File: src/rtl/hazard_pkg.sv
// Shared types and constants for the hazard_ctrl pipeline sequencing controller.
package hazard_pkg;

  // Default register index width (RV32: 32 architectural registers)
  localparam int REG_W_DEFAULT = 5;

  // Drain counter width, sized for the largest legal DRAIN_CYCLES (7)
  localparam int CNT_W = $clog2(8);

  // Controller states; encodings are visible on the debug state port
  typedef enum logic [1:0] {
    ST_RUN    = 2'd0,
    ST_DRAIN  = 2'd1,
    ST_PAUSED = 2'd2,
    ST_RESUME = 2'd3
  } state_t;

endpackage

File: src/rtl/hazard_ctrl_if.sv
// Pipeline-side signal bundle for hazard_ctrl: decoder control bits from
// ID/EX plus the resume request in, stall/flush/status out.
// The controller connects through the slave modport, the pipeline through master.
interface hazard_ctrl_if #(
  parameter int REG_W = 5
);
  logic             id_valid;
  logic [REG_W-1:0] id_rs1;
  logic [REG_W-1:0] id_rs2;
  logic             id_readsreg;
  logic             id_pause;
  logic             ex_valid;
  logic [REG_W-1:0] ex_rd;
  logic             ex_memtoreg;
  logic             ex_writesreg;
  logic             ex_jump;
  logic             resume;
  logic             stall_if;
  logic             stall_id;
  logic             flush_id;
  logic             flush_ex;
  logic             paused;
  logic [1:0]       state;

  modport master (
    output id_valid, id_rs1, id_rs2, id_readsreg, id_pause,
    output ex_valid, ex_rd, ex_memtoreg, ex_writesreg, ex_jump,
    output resume,
    input  stall_if, stall_id, flush_id, flush_ex, paused, state
  );

  modport slave (
    input  id_valid, id_rs1, id_rs2, id_readsreg, id_pause,
    input  ex_valid, ex_rd, ex_memtoreg, ex_writesreg, ex_jump,
    input  resume,
    output stall_if, stall_id, flush_id, flush_ex, paused, state
  );

endinterface

File: src/rtl/hazard_ctrl_load_use_detect.sv
// load_use_detect: combinational load-use hazard comparator.
// Flags an EX load whose destination feeds a source of the ID instruction.
// x0 is hardwired to zero, so a load targeting it never creates a hazard.
module load_use_detect
  import hazard_pkg::*;
#(
  parameter int REG_W = REG_W_DEFAULT
) (
  input  logic             ex_valid,
  input  logic             ex_memtoreg,
  input  logic             ex_writesreg,
  input  logic [REG_W-1:0] ex_rd,
  input  logic             id_valid,
  input  logic             id_readsreg,
  input  logic [REG_W-1:0] id_rs1,
  input  logic [REG_W-1:0] id_rs2,
  output logic             load_use
);

  // Hazard when a live load writes a nonzero rd that the live ID instruction reads
  always_comb begin
    load_use = ex_valid && ex_memtoreg && ex_writesreg && (ex_rd != '0) &&
               id_valid && id_readsreg &&
               ((ex_rd == id_rs1) || (ex_rd == id_rs2));
  end

endmodule

File: src/rtl/hazard_ctrl.sv
// hazard_ctrl: stall/flush sequencing for the 5-stage core.
// Handles load-use stalls, EX-resolved jump redirects and the PAUSE
// drain/hold/resume sequence. All outputs are combinational from the
// registered state, the drain counter and the current inputs.
// Optional build macro HAZARD_STATS_EN adds 32-bit wrapping event counters
// (stall_cnt, flush_cnt, pause_cnt).
module hazard_ctrl
  import hazard_pkg::*;
#(
  parameter int DRAIN_CYCLES = 3,
  parameter int REG_W        = REG_W_DEFAULT
) (
  input  logic         clk,
  input  logic         reset,
  hazard_ctrl_if.slave bus
`ifdef HAZARD_STATS_EN
  ,
  output logic [31:0]  stall_cnt,
  output logic [31:0]  flush_cnt,
  output logic [31:0]  pause_cnt
`endif
);

  // The PAUSE cycle in RUN is the first bubble; DRAIN supplies the rest
  localparam logic [CNT_W-1:0] CNT_LOAD = CNT_W'(DRAIN_CYCLES - 1);

  state_t           state_q, state_d;
  logic [CNT_W-1:0] cnt_q, cnt_d;
  logic             load_use;
  logic             jmp;
  logic             stall_if_c, stall_id_c, flush_id_c, flush_ex_c, paused_c;

  load_use_detect #(
    .REG_W (REG_W)
  ) u_load_use_detect (
    .ex_valid     (bus.ex_valid),
    .ex_memtoreg  (bus.ex_memtoreg),
    .ex_writesreg (bus.ex_writesreg),
    .ex_rd        (bus.ex_rd),
    .id_valid     (bus.id_valid),
    .id_readsreg  (bus.id_readsreg),
    .id_rs1       (bus.id_rs1),
    .id_rs2       (bus.id_rs2),
    .load_use     (load_use)
  );

  assign jmp = bus.ex_valid && bus.ex_jump;

  // Next-state and output decode; reset forces every output low and state to RUN
  always_comb begin
    state_d    = state_q;
    cnt_d      = cnt_q;
    stall_if_c = 1'b0;
    stall_id_c = 1'b0;
    flush_id_c = 1'b0;
    flush_ex_c = 1'b0;
    paused_c   = 1'b0;
    case (state_q)
      ST_RUN: begin
        if (jmp) begin
          // Redirect wins: anything in IF/ID is wrong-path, including a PAUSE
          flush_id_c = 1'b1;
          flush_ex_c = 1'b1;
        end else if (load_use) begin
          stall_if_c = 1'b1;
          stall_id_c = 1'b1;
          flush_ex_c = 1'b1;
        end else if (bus.id_valid && bus.id_pause) begin
          stall_if_c = 1'b1;
          stall_id_c = 1'b1;
          flush_ex_c = 1'b1;
          cnt_d      = CNT_LOAD;
          state_d    = (DRAIN_CYCLES == 1) ? ST_PAUSED : ST_DRAIN;
        end
      end
      ST_DRAIN: begin
        // EX holds only bubbles here, so hazards are irrelevant; resume is dropped
        stall_if_c = 1'b1;
        stall_id_c = 1'b1;
        flush_ex_c = 1'b1;
        cnt_d      = cnt_q - 1'b1;
        if (cnt_d == '0) state_d = ST_PAUSED;
      end
      ST_PAUSED: begin
        stall_if_c = 1'b1;
        stall_id_c = 1'b1;
        flush_ex_c = 1'b1;
        paused_c   = 1'b1;
        if (bus.resume) state_d = ST_RESUME;
      end
      ST_RESUME: begin
        // Retire the PAUSE still held in IF/ID and let fetch run again
        flush_id_c = 1'b1;
        state_d    = ST_RUN;
      end
      default: state_d = ST_RUN;
    endcase
    if (reset) begin
      stall_if_c = 1'b0;
      stall_id_c = 1'b0;
      flush_id_c = 1'b0;
      flush_ex_c = 1'b0;
      paused_c   = 1'b0;
    end
  end

  // State and drain counter registers
  always_ff @(posedge clk) begin
    if (reset) begin
      state_q <= ST_RUN;
      cnt_q   <= '0;
    end else begin
      state_q <= state_d;
      cnt_q   <= cnt_d;
    end
  end

  assign bus.stall_if = stall_if_c;
  assign bus.stall_id = stall_id_c;
  assign bus.flush_id = flush_id_c;
  assign bus.flush_ex = flush_ex_c;
  assign bus.paused   = paused_c;
  assign bus.state    = reset ? ST_RUN : state_q;

`ifdef HAZARD_STATS_EN
  logic [31:0] stall_cnt_q, stall_cnt_d;
  logic [31:0] flush_cnt_q, flush_cnt_d;
  logic [31:0] pause_cnt_q, pause_cnt_d;

  // Event counter increments; counters wrap naturally at 2^32
  always_comb begin
    stall_cnt_d = stall_cnt_q;
    flush_cnt_d = flush_cnt_q;
    pause_cnt_d = pause_cnt_q;
    if (state_q == ST_RUN && jmp)                   flush_cnt_d = flush_cnt_q + 32'd1;
    if (state_q == ST_RUN && !jmp && load_use)      stall_cnt_d = stall_cnt_q + 32'd1;
    if (state_q != ST_PAUSED && state_d == ST_PAUSED) pause_cnt_d = pause_cnt_q + 32'd1;
  end

  // Event counter registers
  always_ff @(posedge clk) begin
    if (reset) begin
      stall_cnt_q <= '0;
      flush_cnt_q <= '0;
      pause_cnt_q <= '0;
    end else begin
      stall_cnt_q <= stall_cnt_d;
      flush_cnt_q <= flush_cnt_d;
      pause_cnt_q <= pause_cnt_d;
    end
  end

  assign stall_cnt = stall_cnt_q;
  assign flush_cnt = flush_cnt_q;
  assign pause_cnt = pause_cnt_q;
`endif

endmodule

File: src/flat_wrapper.sv
// flat-port wrapper written by rule: the top's interface ports become plain ports
module hazard_ctrl_flat import hazard_pkg::*;
#(
  parameter int DRAIN_CYCLES = 3,
  parameter int REG_W        = REG_W_DEFAULT
)
  (clk, reset, bus_id_valid, bus_id_rs1, bus_id_rs2, bus_id_readsreg, bus_id_pause, bus_ex_valid, bus_ex_rd, bus_ex_memtoreg, bus_ex_writesreg, bus_ex_jump, bus_resume, bus_stall_if, bus_stall_id, bus_flush_id, bus_flush_ex, bus_paused, bus_state);
  hazard_ctrl_if #(.REG_W(REG_W)) bus_i ();
  input  logic clk;
  input  logic reset;
  input wire logic [$bits(bus_i.id_valid)-1:0] bus_id_valid;
  input wire logic [$bits(bus_i.id_rs1)-1:0] bus_id_rs1;
  input wire logic [$bits(bus_i.id_rs2)-1:0] bus_id_rs2;
  input wire logic [$bits(bus_i.id_readsreg)-1:0] bus_id_readsreg;
  input wire logic [$bits(bus_i.id_pause)-1:0] bus_id_pause;
  input wire logic [$bits(bus_i.ex_valid)-1:0] bus_ex_valid;
  input wire logic [$bits(bus_i.ex_rd)-1:0] bus_ex_rd;
  input wire logic [$bits(bus_i.ex_memtoreg)-1:0] bus_ex_memtoreg;
  input wire logic [$bits(bus_i.ex_writesreg)-1:0] bus_ex_writesreg;
  input wire logic [$bits(bus_i.ex_jump)-1:0] bus_ex_jump;
  input wire logic [$bits(bus_i.resume)-1:0] bus_resume;
  output wire logic [$bits(bus_i.stall_if)-1:0] bus_stall_if;
  output wire logic [$bits(bus_i.stall_id)-1:0] bus_stall_id;
  output wire logic [$bits(bus_i.flush_id)-1:0] bus_flush_id;
  output wire logic [$bits(bus_i.flush_ex)-1:0] bus_flush_ex;
  output wire logic [$bits(bus_i.paused)-1:0] bus_paused;
  output wire logic [$bits(bus_i.state)-1:0] bus_state;
  assign bus_i.id_valid = bus_id_valid;
  assign bus_i.id_rs1 = bus_id_rs1;
  assign bus_i.id_rs2 = bus_id_rs2;
  assign bus_i.id_readsreg = bus_id_readsreg;
  assign bus_i.id_pause = bus_id_pause;
  assign bus_i.ex_valid = bus_ex_valid;
  assign bus_i.ex_rd = bus_ex_rd;
  assign bus_i.ex_memtoreg = bus_ex_memtoreg;
  assign bus_i.ex_writesreg = bus_ex_writesreg;
  assign bus_i.ex_jump = bus_ex_jump;
  assign bus_i.resume = bus_resume;
  assign bus_stall_if = bus_i.stall_if;
  assign bus_stall_id = bus_i.stall_id;
  assign bus_flush_id = bus_i.flush_id;
  assign bus_flush_ex = bus_i.flush_ex;
  assign bus_paused = bus_i.paused;
  assign bus_state = bus_i.state;
  hazard_ctrl #(.DRAIN_CYCLES(DRAIN_CYCLES), .REG_W(REG_W)) u_core (.clk(clk), .reset(reset), .bus(bus_i));
endmodule
File: config.mk
export PLATFORM = sky130hd
export DESIGN_NAME = hazard_ctrl_flat
export DESIGN_NICKNAME = d
export VERILOG_FILES = /design/src/rtl/hazard_pkg.sv /design/src/rtl/hazard_ctrl_if.sv /design/src/rtl/hazard_ctrl_load_use_detect.sv /design/src/rtl/hazard_ctrl.sv /design/src/flat_wrapper.sv
export SDC_FILE = /design/constraint.sdc
export NUM_CORES = 1
export LEC_CHECK = 0
export ABC_AREA = 1
export BUFFER_PORTS_ARGS = -buffer_cell sky130_fd_sc_hd__clkbuf_2
export CAP_MARGIN = 20
export CORE_UTILIZATION = 43
export CTS_BUF_LIST = sky130_fd_sc_hd__clkbuf_4 sky130_fd_sc_hd__clkbuf_8
export DETAILED_ROUTE_END_ITERATION = 8
export HOLD_SLACK_MARGIN = 0.03
export PLACE_DENSITY = 0.73
export SYNTH_ARGS = -nofsm -noshare
export SYNTH_HDL_FRONTEND = slang
export SYNTH_SLANG_ARGS = --single-unit
export TNS_END_PERCENT = 5
File: constraint.sdc
create_clock -name clk -period 1.47 [get_ports clk]
set_clock_uncertainty 0.05 [all_clocks]
set_input_delay 0.0735 -clock clk [delete_from_list [all_inputs] [get_ports clk]]
set_output_delay 0.0735 -clock clk [all_outputs]
set_load 0.01 [all_outputs]
Word level (Yosys, flattened, before mapping)
Index checks and enable logic that the tools add are counted. W data, S select, Z words.

Output and inout port bits: 7. Bits in registers: 5. Input bits: 25.

Mux-type cells: 24. Add/subtract/negate cells: 1. Reduce and logical (&&, ||, !) cells: 16. Equal/unequal tests: 10.

Operators with widths (number): $mux W2 (6); $eq A5 B5 Y1 (2); $mux W1 (10); $mux W3 (3); $logic_and A1 B1 Y1 (8); $pmux W2 S4 (1); $ne A2 B2 Y1 const B (3); $pmux W1 S2 (3); $pmux W3 S2 (1); $reduce_and A5 Y1 (1); $reduce_bool A5 Y1 (1); $eq A2 B2 Y1 const B (2); $ne A2 B1 Y1 const B (2); $reduce_and A4 Y1 (1); $logic_not A3 Y1 (1); $sub A3 B1 Y3 const B (1); $eq A2 B1 Y1 const B (1); $logic_not A2 Y1 (1); $reduce_bool A2 Y1 (1); $reduce_or A2 Y1 (1); $logic_or A1 B1 Y1 (1).

Depth between registers and ports, before layout
Depth after elaboration: 10. Mapped depth: 11. Depth with buffers taken out: 11.

Cells and area by module
Synthesis repeated with hierarchy kept, for this count alone.

Cells, all modules: 119. Area total of the unflattened synthesis: 665.6 sq um.

Modules (own cells, without submodules): hazard_ctrl (area an instance 462.9 sq um, sequential area each 100.1 sq um, times used 1, cells each 73); load_use_detect (area an instance 202.7 sq um, sequential area each 0.0 sq um, times used 1, cells each 46).

Worst setup path before layout
Ideal clock, no wire load.

Kind: flip-flop to output port. From: reg u_core.state_q[0]. To: out bus_stall_if. Arrival time: 1545 ps. Setup slack: -198 ps. Stages on the path, launching flop included: 10. Required time: 1347 ps. Path buffers: 1. Cells stage by stage: dfxtp_1 inv_1 ha_1 nand2_1 nor2_1 nand3_1 nor2_2 nand2_4 a21oi_1 buf_4.

Longest elaborated chain between the ends: 4. Elaborated cells between the ends (all ways): 6.

Ends and longest elaborated chain: start, declared (RTL line hazard_ctrl.sv:27) `state_t state_q, state_d;`; start signal, assigned (RTL line hazard_ctrl.sv:113) `state_q <= state_d;`; $eq A2 B1 Y1 / $eq A2 B2 Y1 (equally long branches); $reduce_or A2 Y1 (no line); $pmux W1 S2 *; $mux W1 *; end, declared (RTL line flat_wrapper.sv:22) `output wire logic [$bits(bus_i.stall_if)-1:0] bus_stall_if;`.

Every way passes the cells marked *; elsewhere a longest branch is shown, timed or not.

Worst setup path after layout
From: reg u_core.state_q[1]. To: out bus_flush_ex.

Longest elaborated chain between the ends: 4. Elaborated cells between the ends (all ways): 6.

Ends and longest elaborated chain: $eq A2 B1 Y1 / $eq A2 B2 Y1 (equally long branches) (RTL line hazard_ctrl.sv:58) `case (state_q)`; $reduce_or A2 Y1 (no line); $pmux W1 S2 * (RTL line hazard_ctrl.sv:58); $mux W1 * (RTL line hazard_ctrl.sv:98) `if (reset) begin`; end, declared (RTL line flat_wrapper.sv:25) `output wire logic [$bits(bus_i.flush_ex)-1:0] bus_flush_ex;`.

Marks and branches as above.

==> results.md <==
Finish:
- In the layout the commonest cells are sky130_fd_sc_hd__nand2_1, sky130_fd_sc_hd__clkbuf_2, sky130_fd_sc_hd__inv_1, sky130_fd_sc_hd__nor2_1, sky130_fd_sc_hd__buf_4.
- With fillers left out, the area of the finished cells amounts to 1027 um^2.
- At the end of the flow, the number of nets in the layout was 206.
- Relative to the synthesized area, the layout overhead comes to 44.54%.
- The end-of-flow core utilization is 0.6741.
- Of the cells placed in the final design, the portion with a size suffix greater than 1 is 0.3873.
- 0 antenna diodes ended up in the layout.
- The library cell used most frequently in the layout, excluding fill and tap cells, is sky130_fd_sc_hd__nand2_1.
- The final cell count without fillers is 189.

Yosys:
- The per-instance average area after synthesis is 5.509 um^2.
- The synthesized netlist contains 20 unique library cells.
- During synthesis, Yosys emitted a total of 0 warnings.
- The net count of the mapped netlist is 161.
- The synthesis-stage register bit count is 5.
- In the post-synthesis netlist, the biggest area contributors are sky130_fd_sc_hd__nand2_1, sky130_fd_sc_hd__dfxtp_1, sky130_fd_sc_hd__inv_1.
- The area share of the leading cell type in the synthesized netlist is 0.2218.
- After synthesis the cells add up to 710.7 um^2.
- The sequential share of the synthesized area is 0.1408.
- Synthesis produced a netlist whose cell count is 129.
- The cell type with the largest total area after synthesis is sky130_fd_sc_hd__nand2_1.

Timing:
- Dividing the final minimum period by the clock period gives 1.127.
- The max-slew headroom at the worst pin is 0.8557.
- Setup repair after global routing could not meet its margin everywhere.
- Hold is met by 0.1949 ns.
- The highest achievable clock rate is 0.6038 GHz.
- The number of endpoints with negative hold slack in the final report is 0.
- The final-report max-slew violation count was 0.
- Setup violations remaining at the end of the flow were counted as 9.
- At the pin with the least slew margin, the transition time is 0.2148 ns.
- Counting I/O delays and the setup requirement, the final critical path takes 1.656 ns.
- Across all setup checks in the final design, the least slack found is -0.1861 ns.
- The setup total negative slack is -0.9870 ns.

Global route:
- The first-pass GRT wire length is 2898 um.
- Entering global routing, the biggest net connects 7 pins.
- Across every metal layer, demand over resource in global routing totals 0.2026.
- After global routing the overflow that remains totals 0.
- The number of antenna violations at the first check in global routing was 0.
- The via count of the first global-routing pass is 770.

Drt:
- The number of DRC markers after the initial detailed-route iteration is 10.
- The count of nets left with antenna violations once routing finished came out at 0.
- The routed via count is 870.
- The detailed-router iteration count before antenna repair is 4.
- The routed wire length is 1631 um.
- After detailed routing, the number of vias per cell comes to 4.603.
- In the final routed layout, each cell accounts on average for 8.630 um.
- For this run, design rule violations remaining after detail routing come to 0.

Power and ir drop:
- The design draws 1.556 mW.
- VDD sags by at most 1.009 mV.
- Dividing total power by cell area gives a power density of 1515 nW/um^2.
- In this run the static leakage power is 0.6516 nW.

Flow run:
- The tool flagged a number of max-cap violations equal to 0.

Place:
- The routability congestion estimate is 0.8076.
- Summing all placed instances gives a cell area of 932.1 um^2.
- The worst slack after detailed placement is -0.05428 ns.
- The HPWL after detailed placement is 1349 um.
- Counting tap cells, the placed design contains a total of 179 instances.
- Input and output buffers added on the ports amount to 31.

Die:
- The I/O pin count is 32.
- The floorplan has 14 rows.
- In this run the horizontal extent of the chip is 42.66 um.
- The chip height is 42.66 um.
- For this configuration, the core starts out at a cell density of 0.4663.
- The floorplan step defined a die boundary enclosing 1819 um^2.
- The core region is 1524 um^2.

Critical path:
- Data on the critical path is required at its endpoint by 1.35 ns.
- STA classifies the critical path startpoint as a flip-flop.
- The endpoint class of the critical path is an output port.
- The critical path's most frequent cell is sky130_fd_sc_hd__nor2_2.
- The data arrival at the endpoint of the critical path is 1.53 ns.
- The timing startpoint of the critical path is u_core.state_q[1].
- The signal on the critical path passes through inv_2 -> ha_4 -> nand2_2 -> nor2_2 -> nand3_1 -> nor2_2 -> nand2_4 -> nand3_2 -> nand2_1 -> inv_1 -> buf_2.
- For this run, the slowest stage of the critical path takes 0.33 ns.
- The cell with the largest stage delay on the worst path is sky130_fd_sc_hd__dfxtp_2.
- The largest fanout on the critical path is 4.
- The worst setup path is of the flip-flop to output port kind.
- The critical register-to-register path startpoint is u_core.state_q[1].

Clock network:
- CTS placed an instance of sky130_fd_sc_hd__clkbuf_4 at the clock tree root.
- Buffers inserted to repair hold after CTS numbered 0.
- Clock latency on the worst-skew pair, taken at its later pin, is 0.24 ns.
- In this run the number of H-tree levels came out at 1.
- The clock passes through at most 2 buffers.
- TritonCTS built the clock tree.
- After clock tree synthesis, the clock-pin slew on the worst setup and hold paths is 0.04 ns.
- The TritonCTS sink count is 5.
- In this run, CTS created clock tree buffers numbering 3.

Hold path:
- The worst hold path belongs to the class primary input to flip-flop.
- The start point of the worst min-delay path is reset.

Status:
- The flow ran to the end, but the final reports show violations.
- The checks that failed: negative setup slack.
[metal layers]
metal,vias to the layer above,part of all wire,track usage
li1,475,-,-
met1,376,0.41,0.2104
met2,19,0.55,0.4000
met3,0,0.043,0.06383
met4,0,0,0.01875
met5,-,0,0
[registers in the layout, summed over array words and instances (netlist names)]
register / flops
u_core.state_q: 2
u_core.cnt_q: 3
[cell usage after synthesis]
cell	n
sky130_fd_sc_hd__a211oi_1	1
sky130_fd_sc_hd__a21oi_1	1
sky130_fd_sc_hd__buf_4	1
sky130_fd_sc_hd__dfxtp_1	5
sky130_fd_sc_hd__ha_1	7
sky130_fd_sc_hd__inv_1	24
sky130_fd_sc_hd__inv_2	4
sky130_fd_sc_hd__nand2_1	42
sky130_fd_sc_hd__nand2_2	1
sky130_fd_sc_hd__nand2_4	1
sky130_fd_sc_hd__nand3_1	7
sky130_fd_sc_hd__nand3_2	2
sky130_fd_sc_hd__nand3_4	1
sky130_fd_sc_hd__nand4_1	2
sky130_fd_sc_hd__nor2_1	23
sky130_fd_sc_hd__nor2_2	2
sky130_fd_sc_hd__nor3_1	1
sky130_fd_sc_hd__o21a_1	1
sky130_fd_sc_hd__o221ai_1	1
sky130_fd_sc_hd__xnor2_1	2
[final timing paths]
kind	endpoint	slack [ns]	cells after the start
max	bus_flush_ex	-0.19	11
min	u_core.cnt_q[0]	0.19	4
max reg2reg	u_core.state_q[1]	-0.10	12
min reg2reg	u_core.cnt_q[2]	0.48	4
[repair_timing]
action,CTS,global route
buffers inserted,5,1
pin swaps,4,7
endpoints found under the setup margin,9,9
resized for setup,3,7
[logic make-up (layout without fill, tap and decap cells)]
kind of cell	after synthesis	after routing	synth area share
XOR/XNOR	2	2	0.02465
flip-flops	5	5	0.1409
AO/OA/AOI/OAI	4	4	0.04050
adder cells (fa/ha/maj)	7	7	0.1232
buffers and inverters	29	73	0.1585
AND/OR/NAND/NOR	82	82	0.5123
[where the power goes]
group	total [mW]	internal (mW)	switching [mW]
registers	0.253	0.207	0.0455
clock network	0.177	0.121	0.0557
logic	1.13	0.532	0.594
[cell type report]
type                            instances  area, um^2
Sequential cell                         5       102.6
Inverter                               28       105.1
Clock buffer                            4       30.03
Timing Repair Buffer                   41       230.2
Fill cell                             164       496.7
Tap cell                               16       20.02
Multi-Input combinational cell         95       539.3
[critical path, delay by kind of cell, from the launching register on]
family / cells / cell delay, ns
flops: 1 / 0.33
simple gates: 7 / 0.57
fa+ha+maj: 1 / 0.16
buf+inv: 3 / 0.24
(Power assumes the default switching activity.)
